$ cat src/rtl/fetch_unit.sv
// Pipeline front end: owns the PC, issues in-order instruction-memory requests under a
// credit limit, and buffers returned words with their PC for the IF/ID register.
module fetch_unit #(
  parameter int unsigned           ADDR_WIDTH = 32,
  parameter int unsigned           INST_WIDTH = 32,
  parameter logic [ADDR_WIDTH-1:0] RESET_PC   = 32'h0000_0000,
  parameter int unsigned           QDEPTH     = 2,
  parameter logic [INST_WIDTH-1:0] NOP_INST   = 32'h0000_0013
) (
  input  logic                  clk_i,
  input  logic                  rst_n_i,
  input  logic [5:0]            stall_i,
  input  logic                  flush_jump_i,
  input  logic [ADDR_WIDTH-1:0] new_pc_i,
  output logic                  imem_req_o,
  output logic [ADDR_WIDTH-1:0] imem_addr_o,
  input  logic                  imem_gnt_i,
  input  logic                  imem_rvalid_i,
  input  logic [INST_WIDTH-1:0] imem_rdata_i,
  output logic                  inst_valid_o,
  output logic [INST_WIDTH-1:0] inst_o,
  output logic [ADDR_WIDTH-1:0] inst_pc_o
);

  // Handshakes: a request transfers when imem_req_o && imem_gnt_i; responses arrive in
  // request order, one per imem_rvalid_i; an instruction transfers to IF/ID when
  // inst_valid_o && !stall_i[1], and the head is held stable otherwise.

  localparam int unsigned     PW   = (QDEPTH > 1) ? $clog2(QDEPTH) : 1;
  localparam int unsigned     CW   = $clog2(QDEPTH + 1);
  localparam logic [CW:0]     QMAX = (CW+1)'(QDEPTH);

  logic [ADDR_WIDTH-1:0]            pc_q;
  logic [ADDR_WIDTH-1:0]            tag_mem [QDEPTH];
  logic [PW-1:0]                    tag_wr_q, tag_rd_q;
  logic [CW-1:0]                    inflight_q, drop_cnt_q;
  logic [ADDR_WIDTH+INST_WIDTH-1:0] out_mem [QDEPTH];
  logic [PW-1:0]                    out_wr_q, out_rd_q;
  logic [CW-1:0]                    out_cnt_q;
  logic [CW:0]                      occupancy;
  logic                             issue, rsp_keep, out_pop;
  logic                             unused_stall;

  assign unused_stall = ^stall_i[5:2];

  // Credit counts both outstanding (including to-be-dropped) requests and buffered words.
  assign occupancy  = {1'b0, inflight_q} + {1'b0, out_cnt_q};
  assign imem_req_o = rst_n_i && !flush_jump_i && !stall_i[0] && (occupancy < QMAX);
  assign imem_addr_o = pc_q;
  assign issue      = imem_req_o && imem_gnt_i;
  assign rsp_keep   = imem_rvalid_i && (drop_cnt_q == '0) && !flush_jump_i;

  assign inst_valid_o = (out_cnt_q != '0) && !flush_jump_i;
  assign out_pop      = inst_valid_o && !stall_i[1];
  assign {inst_pc_o, inst_o} = (out_cnt_q != '0) ? out_mem[out_rd_q]
                                                 : {{ADDR_WIDTH{1'b0}}, NOP_INST};

  always_ff @(posedge clk_i) begin
    if (issue)    tag_mem[tag_wr_q] <= pc_q;
    if (rsp_keep) out_mem[out_wr_q] <= {tag_mem[tag_rd_q], imem_rdata_i};
  end

  // PC and request side; tags are popped for every response, kept or dropped.
  always_ff @(posedge clk_i or negedge rst_n_i) begin
    if (!rst_n_i) begin
      pc_q       <= RESET_PC;
      tag_wr_q   <= '0;
      tag_rd_q   <= '0;
      inflight_q <= '0;
      drop_cnt_q <= '0;
    end else begin
      if (flush_jump_i) pc_q <= {new_pc_i[ADDR_WIDTH-1:2], 2'b00};
      else if (issue)   pc_q <= pc_q + ADDR_WIDTH'(4);
      if (issue)         tag_wr_q <= tag_wr_q + PW'(1);
      if (imem_rvalid_i) tag_rd_q <= tag_rd_q + PW'(1);
      case ({issue, imem_rvalid_i})
        2'b10:   inflight_q <= inflight_q + CW'(1);
        2'b01:   inflight_q <= inflight_q - CW'(1);
        default: inflight_q <= inflight_q;
      endcase
      // Every request still outstanding after this cycle belongs to the old stream.
      if (flush_jump_i)
        drop_cnt_q <= inflight_q - CW'(imem_rvalid_i);
      else if (imem_rvalid_i && (drop_cnt_q != '0))
        drop_cnt_q <= drop_cnt_q - CW'(1);
    end
  end

  always_ff @(posedge clk_i or negedge rst_n_i) begin
    if (!rst_n_i) begin
      out_wr_q  <= '0;
      out_rd_q  <= '0;
      out_cnt_q <= '0;
    end else if (flush_jump_i) begin
      out_wr_q  <= '0;
      out_rd_q  <= '0;
      out_cnt_q <= '0;
    end else begin
      if (rsp_keep) out_wr_q <= out_wr_q + PW'(1);
      if (out_pop)  out_rd_q <= out_rd_q + PW'(1);
      case ({rsp_keep, out_pop})
        2'b10:   out_cnt_q <= out_cnt_q + CW'(1);
        2'b01:   out_cnt_q <= out_cnt_q - CW'(1);
        default: out_cnt_q <= out_cnt_q;
      endcase
    end
  end

endmodule

$ cat config.mk
export PLATFORM = sky130hd
export DESIGN_NAME = fetch_unit
export DESIGN_NICKNAME = d
export VERILOG_FILES = /design/src/rtl/fetch_unit.sv
export SDC_FILE = /design/constraint.sdc
export NUM_CORES = 1
export LEC_CHECK = 0
export BUFFER_PORTS_ARGS = -buffer_cell sky130_fd_sc_hd__buf_2
export CAP_MARGIN = 20
export CORE_MARGIN = 2
export CORE_UTILIZATION = 55
export CTS_CLUSTER_SIZE = 16
export DETAILED_ROUTE_END_ITERATION = 16
export GPL_ROUTABILITY_DRIVEN = 0
export PLACE_DENSITY = 0.86
export SYNTH_ARGS = -nofsm -noshare
export SYNTH_HDL_FRONTEND = slang
export SYNTH_SLANG_ARGS = --single-unit
$ cat constraint.sdc
create_clock -name clk_i -period 17.4 [get_ports clk_i]
set_clock_uncertainty 0.2 [all_clocks]
set_input_delay 0.87 -clock clk_i [delete_from_list [all_inputs] [get_ports clk_i]]
set_output_delay 0.87 -clock clk_i [all_outputs]
set_load 0.005 [all_outputs]
==> results_dict.tcl, run 1 <==
set metrics [dict create \
    crit_chain "and2_1 > fa_1 > nor3_4 > inv_2 > nor2_2 > buf_4" \
    slowest_stage "nor3_4" \
    drtIter0Drc 563 \
    layout-drive-gt1-share_pct 31.3 \
    clock_latency_ps 500 \
    cp-end-kind "flip-flop" \
    row_count 47 \
    wl_mm 19.2 \
    crit_fanout 24 \
    netlist.area_leader.share_pct 59.2 \
    status "finished clean" \
    io_pins 173 \
    dr.max_layer_used "met4" \
    cts.sinks 224 \
    slew_violations 0 \
    wl_met1_mm 7.66 \
    power.density_nw_per_um2 124 \
    viasPerCell 5.67 \
    crit_type "flip-flop to flip-flop" \
    synth_area_leader_cell "edfxtp_1" \
    syn2layout_area_growth_pct 19.9 \
    cp_slowest_stage_delay_ps 680 \
    cp-start-kind "flip-flop" \
    ant_nets 0 \
    wl_met3_mm 1.37 \
    n_fill_cell 1157 \
    synth_seq_cells 224 \
    htree_levels 1 \
    initial_core_util_pct 56.3 \
    syn_area_um2 9340 \
    hp-class "input pin to asynchronous set/reset pin" \
    async_flop_share_pct 17.9 \
    die_w_um 134 \
    cp_top_family "simple AND/OR/NAND/NOR gates" \
    cts_setup_buffers 0 \
    max_slew.worst_pin.slew_ps 780 \
    wl_per_cell_um 18.6 \
    finalSetupViolCount 0 \
    cap_violations 0 \
    ctsResizeCount 0 \
    required_ps 17360 \
    fin_util_pct 67.5 \
    hpwl_mm 12.1 \
    grt_max_degree 65 \
    rsz0062_at_grt "false" \
    cts-root-buf "clkbuf_16" \
    synthTopCellsByArea "edfxtp_1 (59%), dfrtp_1 (11%), mux2i_1 (6.9%), mux2_2 (3.6%), nor2_1 (3.1%)" \
    nets 879 \
    synth_cell_types 55 \
    coreArea_um2 16600 \
    antenna_found_initial 0 \
    first_pass_iters 5 \
    grt_pass1_wl_mm 29.6 \
    gr-total-overflow 0 \
    p_leak_uw 0.00418 \
    met2WireLength_mm 9.74 \
    place_area_um2 10300 \
    fin_area_um2 11200 \
    grt_use_total_pct 21.0 \
    io_buffers 162 \
    num_vias 5877 \
    antenna_cells 0 \
    grt_pass1_vias 5652 \
    ys_seq_area_share_pct 69.9 \
    syn_inst 631 \
    final_cells 1036 \
    cts_inserted_buffers 23 \
    period_needed_ps 3690 \
    synth_edf_count 184 \
    postCtsHoldBufs 0 \
    critPathArrivalTime_ps 3650 \
    synth_warnings 0 \
    max_freq_mhz 271 \
    min_period_over_period_pct 21.2 \
    cts_tree "built" \
    drc 0 \
    ir_worst_vdd_uv 79.2 \
    slew_headroom_pct 47.8 \
    worst-path-buf-inv 2 \
    syn_area_per_cell_um2 14.8 \
    clk_pin_slew_worst_paths_ps 60 \
    dp.cells 992 \
    die_h_um 134 \
    ctsLongestPathBuffers 3 \
    tns_ps 0 \
    hold_viol_final 0 \
    synth_ff_type "edfxtp_1" \
    die_area_um2 18000 \
]
[layout make-up]
| type | count | area (um2) | area share, % |
|---|---|---|---|
| inverter | 7 | 26.3 | 0.235 |
| clock inverter | 12 | 196 | 1.75 |
| sequential | 224 | 6530 | 58.3 |
| multi-input combinational | 369 | 2610 | 23.3 |
| tap | 220 | 275 | 2.46 |
| clock buffer | 30 | 642 | 5.73 |
| timing repair buffer | 174 | 918 | 8.20 |
[sequential cells by signal (all words and copies together), names as in the netlist, 2 cells and up]
name         flops
tag_mem         60
out_cnt_q        2
drop_cnt_q       2
imem_addr_o     30
out_mem        124
inflight_q       2
[cell usage after synthesis (2+ instances only)]
cell type	n
buf_4	5
nor3_1	5
a211oi_1	2
nor4_1	4
dfrtp_1	40
nor3b_1	3
inv_1	6
clkbuf_1	13
edfxtp_1	184
mux2i_1	64
mux2_2	30
and2_1	8
buf_2	3
ha_1	4
nand4_1	11
nor2b_1	5
buf_6	3
o311ai_0	6
nand3b_1	6
nor2_1	78
and4_1	2
or3_1	3
nand2_1	34
a221o_1	5
nand3_1	10
a22oi_1	5
o21ai_0	22
o211ai_1	7
and3_1	6
buf_1	8
a21oi_1	8
a21o_1	2
xnor2_1	9
xor2_1	7
nand2b_1	3
[cells in the final DEF, fill, tap and decap left out, types with 7 or more instances in the layout]
master / Yosys / routed
a21oi_1: 8 / 8
and2_1: 8 / 8
buf_2: 3 / 163
buf_4: 5 / 10
clkbuf_16: 0 / 23
dfrtp_1: 40 / 39
edfxtp_1: 184 / 184
mux2_2: 30 / 30
mux2i_1: 64 / 64
nand2_1: 34 / 34
nand3_1: 10 / 10
nand4_1: 11 / 11
nor2_1: 78 / 76
o211ai_1: 7 / 7
o21ai_0: 22 / 22
xnor2_1: 9 / 9
xor2_1: 7 / 7
[power by group]
group	leakage, uW	total, uW	internal, uW	switching [uW]
Combinational	0.00163	188	87.0	101
Sequential	0.00215	667	631	35.1
Clock	0.000407	530	335	195
Total	0.00418	1380	1050	331
[final timing paths]
path,from,to,slack (ps),cells after the start
worst max-delay path,out_cnt_q[0],tag_mem[0][8],13710,6
worst min-delay path,rst_n_i,imem_addr_o[25],260,2
worst max register to register,out_cnt_q[0],tag_mem[0][8],13710,6
worst min register to register,tag_wr_q,tag_wr_q,310,1
max in group asynchronous,rst_n_i,out_rd_q,16300,2
min in group clk_i,tag_wr_q,tag_wr_q,310,1
[metrics by stage]
stage / setup WS [ps] / hold slack, ps / total power (uW)
after detailed placement: 13410 / 302 / 861
final: 13710 / 255 / 1380
after global routing: 13500 / 300 / 1430
after CTS: 13740 / 262 / 1390
after floorplan: 10680 / 260 / 794
after global placement: 13440 / 295 / 852
[metal layers]
layer / vias up / track usage, %
li1: 2699 / -
met1: 2880 / 27.6
met2: 262 / 36.1
met3: 36 / 3.40
met4: 0 / 6.73
met5: - / 0
[logic make-up after synthesis]
kind of cell / synth area share, %
AO/OA/AOI/OAI: 4.54
XOR/XNOR: 1.50
adder cells (fa/ha/maj): 0.750
buffers and inverters: 2.51
flip-flops: 69.9
multiplexers: 10.5
other: 0.0402
AND/OR/NAND/NOR: 10.3
[worst register-to-register path, stage by stage, from the launching register on]
cell and delay (ps):
dfrtp_1 580, and2_1 200, fa_1 490, nor3_4 680
inv_2 370, nor2_2 400, buf_4 420
No activity file was read; power rests on OpenSTA's default activity.
==> inputs of run 2 (changes only) <==
==> constraint.sdc (replaced) <==
create_clock -name clk_i -period 3.8 [get_ports clk_i]
set_clock_uncertainty 0.2 [all_clocks]
set_input_delay 0.19 -clock clk_i [delete_from_list [all_inputs] [get_ports clk_i]]
set_output_delay 0.19 -clock clk_i [all_outputs]
set_load 0.005 [all_outputs]
==> run 2 against run 1 <==
Sequential power rose to 4.6 times the previous value. Setup slack worse by 13000 ps. Core utilization up 4.6 points. Global-route usage up 2.6 points.
==> results_dict.tcl, run 2 (synthesis results as in run 1) <==
set metrics [dict create \
    wl_mm 21.1 \
    globalRouteMet3Util_pct 4.12 \
    grt_pass1_vias 6408 \
    first_pass_iters 8 \
    final_cells 1117 \
    ant_nets 0 \
    viasPerCell 5.61 \
    slew_violations 0 \
    grt_pass1_wl_mm 33.2 \
    setup_ws_ps 600 \
    crit_fanout 10 \
    cp_slowest_stage_delay_ps 600 \
    p_leak_uw 0.00451 \
    clock_latency_ps 500 \
    die_area_um2 18000 \
    num_vias 6270 \
    cts.sinks 224 \
    wl_per_cell_um 18.9 \
    hold_viol_final 0 \
    post-place-ws_ps 775 \
    layout-drive-gt1-share_pct 28.7 \
    gr-total-overflow 0 \
    dp.cells 996 \
    hold_depth 3 \
    initial_core_util_pct 56.3 \
    final_common_cell "edfxtp_1" \
    met1_usage_pct 28.8 \
    ir_worst_vdd_uv 332 \
    rr_worst_depth 7 \
    grt_max_degree 65 \
    coreArea_um2 16600 \
    place_area_um2 10400 \
    period_needed_ps 3200 \
    nets 960 \
    crit_chain "and2_1 > fa_1 > nor3_4 > buf_4 > mux2i_1 > o21ai_0 > dlygate4sd3_1" \
    finalSetupViolCount 0 \
    ctsResizeCount 0 \
    io_pins 173 \
    rsz0062_at_grt "false" \
    htree_levels 1 \
    antenna_found_initial 1 \
    syn2layout_area_growth_pct 28.1 \
    cp-start-kind "flip-flop" \
    die_w_um 134 \
    slew_headroom_pct 45.3 \
    power.density_nw_per_um2 522 \
    max_freq_mhz 313 \
    die_h_um 134 \
    cts_tree "built" \
    min_period_over_period_pct 84.2 \
    required_ps 3990 \
    drtIter0Drc 487 \
    hpwl_mm 12.3 \
    largest-register "out_mem" \
    largest_reg_flops 124 \
    io_buffers 162 \
    status "finished clean" \
    n_fill_cell 1055 \
    fin_util_pct 72.1 \
    clk_pin_slew_worst_paths_ps 60 \
    cts_inserted_buffers 22 \
    layout_common_cells "edfxtp_1 (184), buf_2 (162), dlygate4sd3_1 (78)" \
    drc 0 \
    crit_type "flip-flop to flip-flop" \
    fin_area_um2 12000 \
    cap_violations 0 \
    cts-root-buf "clkbuf_16" \
    ctsLongestPathBuffers 3 \
    row_count 47 \
    slowest_stage "dlygate4sd3_1" \
    use_met2_pct 41.8 \
    tns_ps 0 \
    grt_most_used_layer "met2" \
    hp-class "input pin to flip-flop" \
    critPathArrivalTime_ps 3390 \
    grt_use_total_pct 23.6 \
    cp-end-kind "flip-flop" \
    max_slew.worst_pin.slew_ps 817 \
]
-- run 2: final cells by class --
type | count | area, um2 | share of cell area, %
Antenna cell | 1 | 2.50 | 0.0209
Clock buffer | 29 | 618 | 5.17
Clock inverter | 11 | 136 | 1.14
Inverter | 7 | 26.3 | 0.220
Multi-Input combinational cell | 369 | 2620 | 21.9
Sequential cell | 224 | 6530 | 54.6
Tap cell | 220 | 275 | 2.30
Timing Repair Buffer | 256 | 1750 | 14.6
-- run 2: critical path: cells and delay by family (launching register included) --
kind,cells,cell delay [ps]
compound gates,1,120
fa+ha+maj,1,490
buf+inv,2,860
flops,1,560
mux,1,230
simple gates,2,620
-- run 2: routing by layer --
metal | share of wire (%) | wire length, um | up-vias
met3 | 7.0 | 1480 | 50
met2 | 52 | 10900 | 317
met4 | 2.9 | 622 | 0
li1 | - | - | 2871
met5 | 0 | 0 | -
met1 | 38 | 8120 | 3032
-- run 2: final timing paths --
path	from	to	slack (ps)
worst max-delay path	out_cnt_q[0]	imem_addr_o[3]	600
max in group asynchronous	rst_n_i	out_rd_q	2760
worst max register to register	out_cnt_q[0]	imem_addr_o[3]	600
min in group asynchronous	rst_n_i	imem_addr_o[25]	200
worst min-delay path	flush_jump_i	imem_addr_o[10]	30
worst min register to register	tag_wr_q	tag_wr_q	340
-- run 2: where the power goes --
part | switching (uW) | leakage [uW] | total, uW | internal [uW]
clock network | 883 | 0.000375 | 2240 | 1360
registers | 145 | 0.00215 | 3040 | 2890
logic | 503 | 0.00198 | 970 | 466
-- run 2: stage by stage --
stage | hold slack (ps) | total power (uW)
6_report | 25.6 | 6240
5_1_grt | 46.3 | 6470
4_1_cts | 2.80 | 6250
3_5_place_dp | 172 | 3960
3_3_place_gp | 177 | 3910
2_1_floorplan | -306 | 3640
-- run 2: what timing repair did --
| action | 4_1_cts | 5_1_grt |
|---|---|---|
| setup buffers | 0 | 0 |
| hold buffers | 78 | 0 |
| hold endpoints to repair | 140 | 0 |
==> inputs of run 3 (changes only) <==
==> constraint.sdc (replaced) <==
create_clock -name clk_i -period 3 [get_ports clk_i]
set_clock_uncertainty 0.2 [all_clocks]
set_input_delay 0.15 -clock clk_i [delete_from_list [all_inputs] [get_ports clk_i]]
set_output_delay 0.15 -clock clk_i [all_outputs]
set_load 0.005 [all_outputs]
==> run 3 against run 2 <==
Setup slack got worse by 380 ps. Total power rose by 23%. Critical path type unchanged. Non-clock buffer count fell by 7. Sequential share of layout area rose by 0.69 points. Core utilization fell by 0.91 points. Global-route usage fell by 1.2 points.
==> results_dict.tcl, run 3 (synthesis results as in run 1) <==
set metrics [dict create \
    status "finished clean" \
    p_comb_share_pct 15.5 \
    slew_headroom_pct 25.0 \
    cts_tree "built" \
    viasPerCell 5.54 \
    htree_levels 1 \
    row_count 47 \
    cp-start-kind "flip-flop" \
    hpwl_mm 12.5 \
    grt_pass1_wl_mm 31.8 \
    cp_slowest_stage_delay_ps 520 \
    cap_violations 0 \
    cts_inserted_buffers 22 \
    slew_violations 0 \
    layout-drive-gt1-share_pct 28.9 \
    power_uw 7700 \
    first_pass_iters 5 \
    seq_power_share_pct 50.3 \
    swShare_pct 24.8 \
    grt_max_degree 65 \
    p_leak_uw 0.00445 \
    wl_mm 20.5 \
    min_period_over_period_pct 92.6 \
    rsz0062_at_grt "false" \
    ant_nets 0 \
    cp_top_family "simple AND/OR/NAND/NOR gates" \
    crit_type "flip-flop to flip-flop" \
    nets 953 \
    io_buffers 162 \
    cp-end-kind "flip-flop" \
    met2WireLength_mm 10.6 \
    coreArea_um2 16600 \
    critPathArrivalTime_ps 2930 \
    final_common_cell "edfxtp_1" \
    hold_viol_final 0 \
    num_vias 6134 \
    largest-register "out_mem" \
    cts-root-buf "clkbuf_16" \
    ir_worst_vdd_uv 406 \
    antenna_cells 0 \
    max_freq_mhz 360 \
    die_w_um 134 \
    p_clk_share_pct 34.2 \
    die_h_um 134 \
    wl_met1_mm 8.12 \
    wl_met3_mm 1.22 \
    largest_reg_flops 124 \
    power.density_nw_per_um2 652 \
    antenna_found_initial 0 \
    drtIter0Drc 426 \
    initial_core_util_pct 56.3 \
    cts.sinks 224 \
    layout_common_cells "edfxtp_1 (184), buf_2 (162), nor2_1 (76)" \
    required_ps 3160 \
    worst-path-buf-inv 1 \
    die_area_um2 18000 \
    io_pins 173 \
    clk_pin_slew_worst_paths_ps 60 \
    hp-class "input pin to flip-flop" \
    cts_setup_buffers 0 \
    grt_use_total_pct 22.5 \
    finalSetupViolCount 0 \
    internal-power_uw 5790 \
    wl_per_cell_um 18.5 \
    slowest_stage "fa_1" \
    p_sw_uw 1910 \
    grt_pass1_vias 6191 \
    period_needed_ps 2780 \
    clock_latency_ps 510 \
    dr.max_layer_used "met4" \
    syn2layout_area_growth_pct 26.5 \
    ctsLongestPathBuffers 3 \
    gr-total-overflow 0 \
    drc 0 \
    tns_ps 0 \
    crit_fanout 16 \
    max_slew.worst_pin.slew_ps 1120 \
    crit_chain "and2_1 > fa_1 > nor3_4 > buf_4 > nand4_1 > o21ai_0 > o311ai_0" \
]
run 3: cell type report:
class / count / area (um2)
sequential: 224 / 6530
clock buffer: 34 / 637
multi-input combinational: 369 / 2630
inverter: 7 / 26.3
timing repair buffer: 249 / 1660
clock inverter: 5 / 53.8
fill: 1106 / 4770
tap: 220 / 275
run 3: power groups by stage:
stage	combinational [uW]	clock (uW)	sequential, uW
finish	1190	2640	3870
global route	1300	2780	3900
CTS	1190	2670	3870
detailed placement	1110	0	3930
global placement	1070	0	3920
floorplan	760	0	3850
run 3: path summary, 6_finish.rpt:
check / end / slack [ps] / cells after the start / start
worst min register to register: tag_mem[0][25] / 340 / 0 / imem_addr_o[25]
min in group asynchronous: imem_addr_o[23] / 140 / 3 / rst_n_i
worst max register to register: imem_addr_o[23] / 220 / 7 / inflight_q[0]
worst max-delay path: imem_addr_o[23] / 220 / 7 / inflight_q[0]
worst min-delay path: tag_wr_q / 40 / 5 / stall_i[0]
max in group asynchronous: out_rd_q / 2040 / 3 / rst_n_i
run 3: repair_timing:
action,4_1_cts,5_1_grt
hold buffers,68,0
hold endpoints to repair,143,0
gates resized for setup,0,0
run 3: tightest hold or removal path: stages:
cell and delay (ps):
buf_2 110, nand4bb_4 170, nor3_4 40, inv_2 140, xnor2_1 90
run 3: metal layers:
metal | vias up | global-route usage [%]
met5 | - | 0
met4 | 0 | 7.60
met3 | 47 | 3.93
met2 | 231 | 40.3
met1 | 3016 | 27.5
li1 | 2840 | -
run 3: metrics by stage:
stage	setup slack (ps)	instances	hold slack, ps	utilization (%)	area [um2]
6_report	223	1108	38.5	71.2	11800
4_1_cts	316	1108	35.3	71.2	11800
3_3_place_gp	432	1001	133	63.0	10400
2_1_floorplan	5.51	634	-346	-	9380
3_5_place_dp	385	1001	126	63.0	10400
5_1_grt	98.8	1108	75.3	71.2	11800
